File: src/rtl/ysyx_22050078_pipe_ctrl_pkg.sv
// Shared widths and state encodings for the pipeline hazard controller.
package ysyx_22050078_pipe_ctrl_pkg;

    localparam int unsigned REG_ADDRW = 5;
    localparam int unsigned CPU_WIDTH = 64;

    typedef enum logic [1:0] {
        ST_RUN      = 2'd0,
        ST_MEM_WAIT = 2'd1,
        ST_DISCARD  = 2'd2
    } pipe_state_e;

endpackage

File: src/rtl/stl_reg.sv
// Generic register primitive with write enable and asynchronous active-low reset.
module stl_reg #(
    parameter int unsigned         WIDTH     = 1,
    parameter logic [WIDTH-1:0]    RESET_VAL = '0
) (
    input  logic             clk,
    input  logic             rst_n,
    input  logic             wen,
    input  logic [WIDTH-1:0] d,
    output logic [WIDTH-1:0] q
);

    logic [WIDTH-1:0] data_q;

    always_ff @(posedge clk or negedge rst_n) begin
        if (!rst_n) begin
            data_q <= RESET_VAL;
        end else if (wen) begin
            data_q <= d;
        end
    end

    assign q = data_q;

endmodule

File: src/rtl/ysyx_22050078_hazard_det.sv
// Load-use hazard detection between the EX-stage load and the ID-stage sources.
module ysyx_22050078_hazard_det
    import ysyx_22050078_pipe_ctrl_pkg::*;
(
    input  logic [REG_ADDRW-1:0] i_rs1_addr,
    input  logic [REG_ADDRW-1:0] i_rs2_addr,
    input  logic                 i_rs1_ren,
    input  logic                 i_rs2_ren,
    input  logic [REG_ADDRW-1:0] i_rd_addr,
    input  logic                 i_ld_en,
    output logic                 o_load_use_c
);

    // x0 never carries a dependency
    always_comb begin
        o_load_use_c = i_ld_en & (i_rd_addr != '0) &
                       ((i_rs1_ren & (i_rs1_addr == i_rd_addr)) |
                        (i_rs2_ren & (i_rs2_addr == i_rd_addr)));
    end

endmodule

File: src/rtl/ysyx_22050078_pipe_ctrl.sv
// Pipeline stall/flush controller: memory freeze, redirect flush, load-use bubble,
// discard of a stale in-flight fetch, and stall/flush performance counters.
module ysyx_22050078_pipe_ctrl
    import ysyx_22050078_pipe_ctrl_pkg::*;
(
    input  logic                 clk,
    input  logic                 rst_n,
    input  logic [REG_ADDRW-1:0] i_id_rs1_addr,
    input  logic [REG_ADDRW-1:0] i_id_rs2_addr,
    input  logic                 i_id_rs1_ren,
    input  logic                 i_id_rs2_ren,
    input  logic [REG_ADDRW-1:0] i_ex_rd_addr,
    input  logic                 i_ex_ld_en,
    input  logic                 i_ex_redirect,
    input  logic                 i_lsu_req,
    input  logic                 i_lsu_ready,
    input  logic                 i_ifu_busy,
    input  logic                 i_ifu_valid,
    output logic                 o_pc_stall,
    output logic                 o_ifid_stall,
    output logic                 o_ifid_flush,
    output logic                 o_idex_bubble,
    output logic                 o_exls_stall,
    output logic                 o_ifu_drop,
    output logic [CPU_WIDTH-1:0] o_stall_cnt,
    output logic [CPU_WIDTH-1:0] o_flush_cnt
);

    pipe_state_e          state_q, state_d;
    logic                 load_use;
    logic                 mem_block;
    logic                 redirect_acc;
    logic [CPU_WIDTH-1:0] stall_cnt_q, stall_cnt_d;
    logic [CPU_WIDTH-1:0] flush_cnt_q, flush_cnt_d;

    ysyx_22050078_hazard_det u_hazard_det (
        .i_rs1_addr   (i_id_rs1_addr),
        .i_rs2_addr   (i_id_rs2_addr),
        .i_rs1_ren    (i_id_rs1_ren),
        .i_rs2_ren    (i_id_rs2_ren),
        .i_rd_addr    (i_ex_rd_addr),
        .i_ld_en      (i_ex_ld_en),
        .o_load_use_c (load_use)
    );

    always_ff @(posedge clk or negedge rst_n) begin
        if (!rst_n) begin
            state_q <= ST_RUN;
        end else begin
            state_q <= state_d;
        end
    end

    // Priority: memory freeze, then redirect flush, then load-use bubble
    always_comb begin
        mem_block     = i_lsu_req & ~i_lsu_ready;
        redirect_acc  = i_ex_redirect & ~mem_block;
        state_d       = state_q;
        o_pc_stall    = 1'b0;
        o_ifid_stall  = 1'b0;
        o_ifid_flush  = 1'b0;
        o_idex_bubble = 1'b0;
        o_exls_stall  = 1'b0;
        o_ifu_drop    = 1'b0;

        if (rst_n) begin
            if (mem_block) begin
                o_pc_stall   = 1'b1;
                o_ifid_stall = 1'b1;
                o_exls_stall = 1'b1;
            end else if (i_ex_redirect) begin
                o_ifid_flush  = 1'b1;
                o_idex_bubble = 1'b1;
            end else if (load_use) begin
                o_pc_stall    = 1'b1;
                o_ifid_stall  = 1'b1;
                o_idex_bubble = 1'b1;
            end
            o_ifu_drop = (state_q == ST_DISCARD) & i_ifu_valid;
        end

        // Only one fetch may be outstanding, so a redirect inside DISCARD stays there
        case (state_q)
            ST_DISCARD: begin
                if (redirect_acc & i_ifu_busy) begin
                    state_d = ST_DISCARD;
                end else if (i_ifu_valid) begin
                    state_d = mem_block ? ST_MEM_WAIT : ST_RUN;
                end
            end
            default: begin
                if (mem_block) begin
                    state_d = ST_MEM_WAIT;
                end else if (redirect_acc & i_ifu_busy) begin
                    state_d = ST_DISCARD;
                end else begin
                    state_d = ST_RUN;
                end
            end
        endcase
    end

    always_comb begin
        stall_cnt_d = stall_cnt_q + CPU_WIDTH'(1);
        flush_cnt_d = flush_cnt_q + CPU_WIDTH'(1);
    end

    stl_reg #(.WIDTH(CPU_WIDTH), .RESET_VAL('0)) u_stall_cnt (
        .clk   (clk),
        .rst_n (rst_n),
        .wen   (o_pc_stall),
        .d     (stall_cnt_d),
        .q     (stall_cnt_q)
    );

    stl_reg #(.WIDTH(CPU_WIDTH), .RESET_VAL('0)) u_flush_cnt (
        .clk   (clk),
        .rst_n (rst_n),
        .wen   (o_ifid_flush),
        .d     (flush_cnt_d),
        .q     (flush_cnt_q)
    );

    assign o_stall_cnt = stall_cnt_q;
    assign o_flush_cnt = flush_cnt_q;

endmodule

File: config.mk
export PLATFORM = sky130hd
export DESIGN_NAME = ysyx_22050078_pipe_ctrl
export DESIGN_NICKNAME = d
export VERILOG_FILES = /design/src/rtl/ysyx_22050078_pipe_ctrl_pkg.sv /design/src/rtl/stl_reg.sv /design/src/rtl/ysyx_22050078_hazard_det.sv /design/src/rtl/ysyx_22050078_pipe_ctrl.sv
export SDC_FILE = /design/constraint.sdc
export NUM_CORES = 1
export LEC_CHECK = 0
export ABC_AREA = 1
export BUFFER_PORTS_ARGS = -buffer_cell sky130_fd_sc_hd__clkbuf_2
export CAP_MARGIN = 15
export CORE_MARGIN = 5
export CORE_UTILIZATION = 35
export CTS_CLUSTER_SIZE = 30
export DETAILED_ROUTE_END_ITERATION = 6
export HOLD_SLACK_MARGIN = 0.02
export PLACE_DENSITY = 0.61
export SYNTH_ARGS = -nofsm -noshare
export SYNTH_HDL_FRONTEND = slang
export SYNTH_HIERARCHICAL = 1
export SYNTH_SLANG_ARGS = --single-unit
export TNS_END_PERCENT = 50
File: constraint.sdc
create_clock -name clk -period 2.6 [get_ports clk]
set_clock_uncertainty 0.05 [all_clocks]
set_input_delay 0.52 -clock clk [delete_from_list [all_inputs] [get_ports clk]]
set_output_delay 0.52 -clock clk [all_outputs]
set_load 0.01 [all_outputs]
==> results of run 1 <==
-- registers in the layout, summed over array words and instances (netlist names) --
name / cells
u_flush_cnt/q: 64
u_stall_cnt/q: 64
state_q: 2
-- metrics by stage --
step / power [W] / utilization
floorplan: 0.002454 / -
global placement: 0.002625 / 0.3927
detailed placement: 0.002633 / 0.3927
CTS: 0.004996 / 0.4137
global route: 0.005160 / 0.4137
finish: 0.004922 / 0.4137
-- cells in the mapped netlist --
library cell / count / area share
xor2_1: 23 / 0.021
nand2_4: 4 / 0.0048
buf_4: 3 / 0.0024
nand3b_1: 7 / 0.0056
nor3_1: 1 / 0.00053
nand2_1: 802 / 0.32
clkbuf_8: 12 / 0.018
nor2_8: 4 / 0.0085
a21oi_1: 2 / 0.0011
dfrtp_1: 130 / 0.35
buf_2: 12 / 0.0064
nor2_1: 230 / 0.092
nor2_2: 16 / 0.011
inv_1: 102 / 0.041
inv_2: 6 / 0.0024
o21ai_1: 36 / 0.019
nand3_1: 27 / 0.014
xnor2_1: 40 / 0.037
nand2_2: 24 / 0.016
o21ai_0: 7 / 0.0037
clkinv_1: 1 / 0.00040
nand4_1: 19 / 0.013
nor2_4: 13 / 0.016
ha_1: 2 / 0.0027
-- power breakdown --
part	total [W]	internal, W	switching (W)
combinational	0.000422	0.000143	0.000279
clock	0.00233	0.00132	0.00101
sequential	0.00217	0.00208	0.0000863
-- layout make-up --
| cell class | count | area [µm²] | share of cell area |
|---|---|---|---|
| Multi-Input combinational cell | 1257 | 5525 | 0.4997 |
| Timing Repair Buffer | 166 | 882.1 | 0.07978 |
| Inverter | 109 | 409.1 | 0.03700 |
| Clock buffer | 17 | 425.4 | 0.03847 |
| Clock inverter | 15 | 135.1 | 0.01222 |
| Sequential cell | 130 | 3253 | 0.2942 |
| Tap cell | 341 | 426.7 | 0.03859 |
-- metal layers --
metal | global-route usage | part of all wire | up-vias
met5 | 0 | 0 | -
met4 | 0.05048 | 0.015 | 0
met3 | 0.04023 | 0.060 | 34
met2 | 0.3049 | 0.43 | 296
met1 | 0.2951 | 0.49 | 4510
li1 | - | - | 4937
-- worst min-delay path by stage --
stage	end	slack, ns	cells past startpoint
2_1_floorplan	state_q[0]$_DFFE_PN0P_	0.17	0
3_3_place_gp	u_stall_cnt/q[63]$_DFFE_PN0P_	0.46	2
3_5_place_dp	u_flush_cnt/q[63]$_DFFE_PN0P_	0.47	2
4_1_cts	u_stall_cnt/q[0]$_DFFE_PN0P_	0.23	2
5_1_grt	state_q[0]$_DFFE_PN0P_	0.19	2
6_report	state_q[1]$_DFFE_PN0P_	0.07	2
-- worst max-delay path, cell delays in order --
cell and delay [ns]:
clkbuf_2 0.10, inv_1 0.07, nand2_1 0.06, nand2_1 0.05
nor2_1 0.10, nand3_1 0.08, a21oi_1 0.19, nand2_1 0.12
a21oi_4 0.22, clkbuf_2 0.17
-- logic make-up after synthesis --
group | Yosys count | synth area share
AO/OA/AOI/OAI | 45 | 0.02391
flip-flops | 130 | 0.3454
XOR/XNOR | 63 | 0.05858
adder cells (fa/ha/maj) | 2 | 0.002656
buffers and inverters | 136 | 0.06974
AND/OR/NAND/NOR | 1147 | 0.4997
==> metrics.txt, run 1 <==
H-tree Lvls 4; Final min period roughly 2.2 ns; num ports 159; PnR worst setup slack 0.3679 ns; RSZ-0062 raised after global routing false; Die ar. just over 30,000 µm²; flops & latches, synth 130; Critical Path Fanout Max 5; endpoints failing setup 0; fillers between 2k and 3k; worst r2r dst u_stall_cnt/q[60]$_DFFE_PN0P_; CP Launch Type input pin; worst r2r path cells 10; Design Area, Final roughly 11,000 µm²; pwr dens ~450 nW/µm²; WL final between 30,000 and 40,000 µm; initial antenna violation count 0; status finished clean; yosys warns 6; post_cts resized 0; CTS Buffer Depth 2; fmax ~450 MHz; DRT Pass-1 Iters 5; Unique masters post-synth 24; Max-cap violations 0; HPWL after DPL 23,470 µm; core area approximately 27,000 µm²; largest net degree at the start of global routing ~130; CTS tree built; initial core utilization 0.3524; Final Hold Viols 0; Critical Path Sink o_pc_stall; reg-to-reg startpoint u_stall_cnt/q[0]$_DFFE_PN0P_; reg2reg setup slack 0.61 ns; clock sink total 130; worst hold slack about 0.073 ns; hold crit path type in -> async; routability congestion estimate roughly 0.95; Die Height 174.0 µm; total CTS buffers 17; ant diodes 0; number of core rows 60; Final nets around 1.7k; hold buffers post-CTS 0; Worst EP required 2.03 ns; Antenna Nets Post-Route 0; Die X-Extent around 170 µm; Cells after DPL about 2.0k; Mapped Area ~9400 µm²; peak supply drop between 0.0003 and 0.0004 V; leakage power 5.497 nW; overall routing resource usage 0.2015; Syn Area/Cell roughly 6.2 µm²; clock transition at the registers of the reported paths about 0.06 ns; placed instance area roughly 10,000 µm²; share of cells above drive strength 1 0.1576; vias in the first global route roughly 9.2k; worst-margin pin slew 0.8338 ns; post-synth net total roughly 1.6k; crit path kind in -> out; commonest non-fill, non-tap cell in the layout nand2_1; Via density about 4.8; synthesized instance count about 1.5k; Max-slew headroom 0.4441; worst skew pair latency around 0.43 ns; Setup WS pre-CTS between 0.3 and 0.4 ns; register area share after synthesis 0.3454; Crit. End Element primary output; initial DRC count between 700 and 800; first-pass GRT wire length roughly 50,000 µm; clk root buf clkbuf_16; # DRC 0; Slew Limit Fails 0; Tcrit/Tclk final 0.8585; non-filler instance count after layout around 2.0k; PortBufs 158; most frequent cells in the layout nand2_1 (802), nor2_1 (230), clkbuf_2 (157); CP Data Arrival Time 1.66 ns; Critical path origin i_ex_rd_addr[2]; # Post-CTS Setup Buffers 0; Syn-to-layout area delta 17.39%; drt wl/cell ~15 µm; routed vias between 9k and 10k; setup tns final 0 ns; Overflow after GRT 0
No activity file was read; power rests on OpenSTA's default activity.
==> run 2, diff against run 1 <==
--- a/config.mk
+++ b/config.mk
@@ -12,7 +12,7 @@
 export CORE_UTILIZATION = 35
 export CTS_CLUSTER_SIZE = 30
 export DETAILED_ROUTE_END_ITERATION = 6
-export HOLD_SLACK_MARGIN = 0.02
+export GPL_TIMING_DRIVEN = 0
 export PLACE_DENSITY = 0.61
 export SYNTH_ARGS = -nofsm -noshare
 export SYNTH_HDL_FRONTEND = slang
==> run 2 against run 1 <==
Against the previous run:
- via count increased by 0.29%
- worst setup slack lost 0.087 ns
- critical path type unchanged
- clock power increased by 9.4%
- clock-buffer cell count rose by 1
- die area stayed put
- sequential power about the same
- combinational power grew 8.3%
==> metrics.txt, run 2 (synthesis gave the netlist of run 1 again) <==
clk root buf clkbuf_16; setup tns final 0 ns; peak supply drop 0.0003950 V; Final nets 1,729; num ports about 160; first-pass GRT wire length 50,870 µm; # DRC 0; pwr dens between 400 and 500 nW/µm²; combinational fraction of design power 0.089; PnR worst setup slack around 0.28 ns; most frequent cells in the layout nand2_1 (802), nor2_1 (230), clkbuf_2 (157); DRT Pass-1 Iters 5; vias in the first global route a little over 9k; endpoints failing setup 0; clock transition at the registers of the reported paths approximately 0.070 ns; drt wl/cell about 16 µm; sequential standard cell area approximately 3300 µm²; multi-input logic area 5513 µm²; initial core utilization 0.3524; Final Hold Viols 0; non-filler instance count after layout about 2.1k; Setup WS pre-CTS between 0.1 and 0.15 ns; power consumption 0.005167 W; fmax roughly 430 MHz; largest net degree at the start of global routing a little over 100; HPWL after DPL about 25,000 µm; Max-slew headroom 0.5872; sequential fraction of design power 0.419; Overflow after GRT 0; Max-cap violations 0; crit path kind in -> out; status finished clean; total CTS buffers 17; commonest non-fill, non-tap cell in the layout nand2_1; Slew Limit Fails 0; Internal Power ~0.0038 W; share of cells above drive strength 1 0.1668; initial antenna violation count 0; Layout Utilization 0.4231; Syn-to-layout area delta 20.05%; routability congestion estimate between 0.9 and 1; core area around 27,000 µm²; Antenna Nets Post-Route 0; routed vias just under 10k; worst-margin pin slew between 0.6 and 0.7 ns; CTS Buffer Depth 2; leakage power ~5.6 nW; worst skew pair latency approximately 0.43 ns; hold crit path type in -> async; CTS tree built; RSZ-0062 raised after global routing false; Via density around 4.8; WL final approximately 32,000 µm; Crit. End Element primary output; Final min period 2.319 ns; Tcrit/Tclk final 0.8919; overall routing resource usage 0.2109; number of core rows 60; switching share of total power 0.2709; fillers around 2.9k; Critical Path Fanout Max 4; H-tree Lvls 4; PortBufs 158; Die ar. roughly 30,000 µm²; CP Data Arrival Time around 1.8 ns; Die X-Extent 174.0 µm; initial DRC count 717; Die Height approximately 170 µm; CP Launch Type input pin; clock sink total 130; power share of the clock group 0.493; NetSw roughly 0.0014 W; Worst EP required 2.03 ns; Cells after DPL around 2.0k
run 2: final cells by class:
| cell class | instances | share of cell area |
|---|---|---|
| diodes | 1 | 0.0002213 |
| plain buffers | 27 | 0.02191 |
| clock buffers | 18 | 0.03796 |
| clock inverters | 14 | 0.01582 |
| inverters | 109 | 0.03618 |
| multi-input cells | 1257 | 0.4876 |
| flip-flops and latches | 130 | 0.2877 |
| well taps | 341 | 0.03773 |
| repair buffers | 160 | 0.07491 |
run 2: metal layers:
layer | global-route usage | vias up | routed length [µm]
met3 | 0.04023 | 29 | 1946
met1 | 0.3049 | 4523 | 15470
met5 | 0 | - | 0
met4 | 0.05510 | 0 | 415
li1 | - | 4987 | -
met2 | 0.3244 | 266 | 14050
run 2: through the flow:
step	instance area (µm²)	hold WS [ns]
floorplan	9419	0.1744
global placement	10640	0.4565
detailed placement	10670	0.3918
CTS	11300	0.01889
global route	11300	0.02782
finish	11310	0.01839
run 2: what timing repair did:
action	in CTS	in global routing
hold buffers	1	0
setup endpoints to repair	0	1
setup buffers	0	0
resized for setup	0	1
hold endpoints to repair	29	0
run 2: path summary, 6_finish.rpt:
| kind | slack, ns | cells past startpoint | end | from |
|---|---|---|---|---|
| worst max-delay path | 0.28 | 11 | o_pc_stall | i_ex_rd_addr[2] |
| worst min-delay path | 0.02 | 2 | u_flush_cnt/q[12]$_DFFE_PN0P_ | rst_n |
| worst max register to register | 0.58 | 10 | u_stall_cnt/q[60]$_DFFE_PN0P_ | u_stall_cnt/q[0]$_DFFE_PN0P_ |
| worst min register to register | 0.48 | 2 | u_flush_cnt/q[1]$_DFFE_PN0P_ | u_flush_cnt/q[1]$_DFFE_PN0P_ |
| max in group asynchronous | 1.88 | 2 | u_stall_cnt/q[43]$_DFFE_PN0P_ | rst_n |
| min in group clk | 0.28 | 3 | state_q[1]$_DFFE_PN0P_ | i_ifu_busy |
run 2: power by group through the flow:
stage | clock, W | sequential [W] | combinational [W]
floorplan | 0 | 0.00221 | 0.000240
global placement | 0 | 0.00220 | 0.000449
detailed placement | 0 | 0.00220 | 0.000461
CTS | 0.00260 | 0.00216 | 0.000468
global route | 0.00269 | 0.00218 | 0.000523
finish | 0.00255 | 0.00216 | 0.000457
run 2: critical path, cell delays in order:
cell	delay, ns
clkbuf_2	0.10
inv_1	0.07
nand2_1	0.06
nand2_1	0.05
nor2_1	0.11
nand3_1	0.08
a21oi_1	0.19
nand2_1	0.09
a21oi_2	0.23
buf_4	0.14
clkbuf_2	0.12
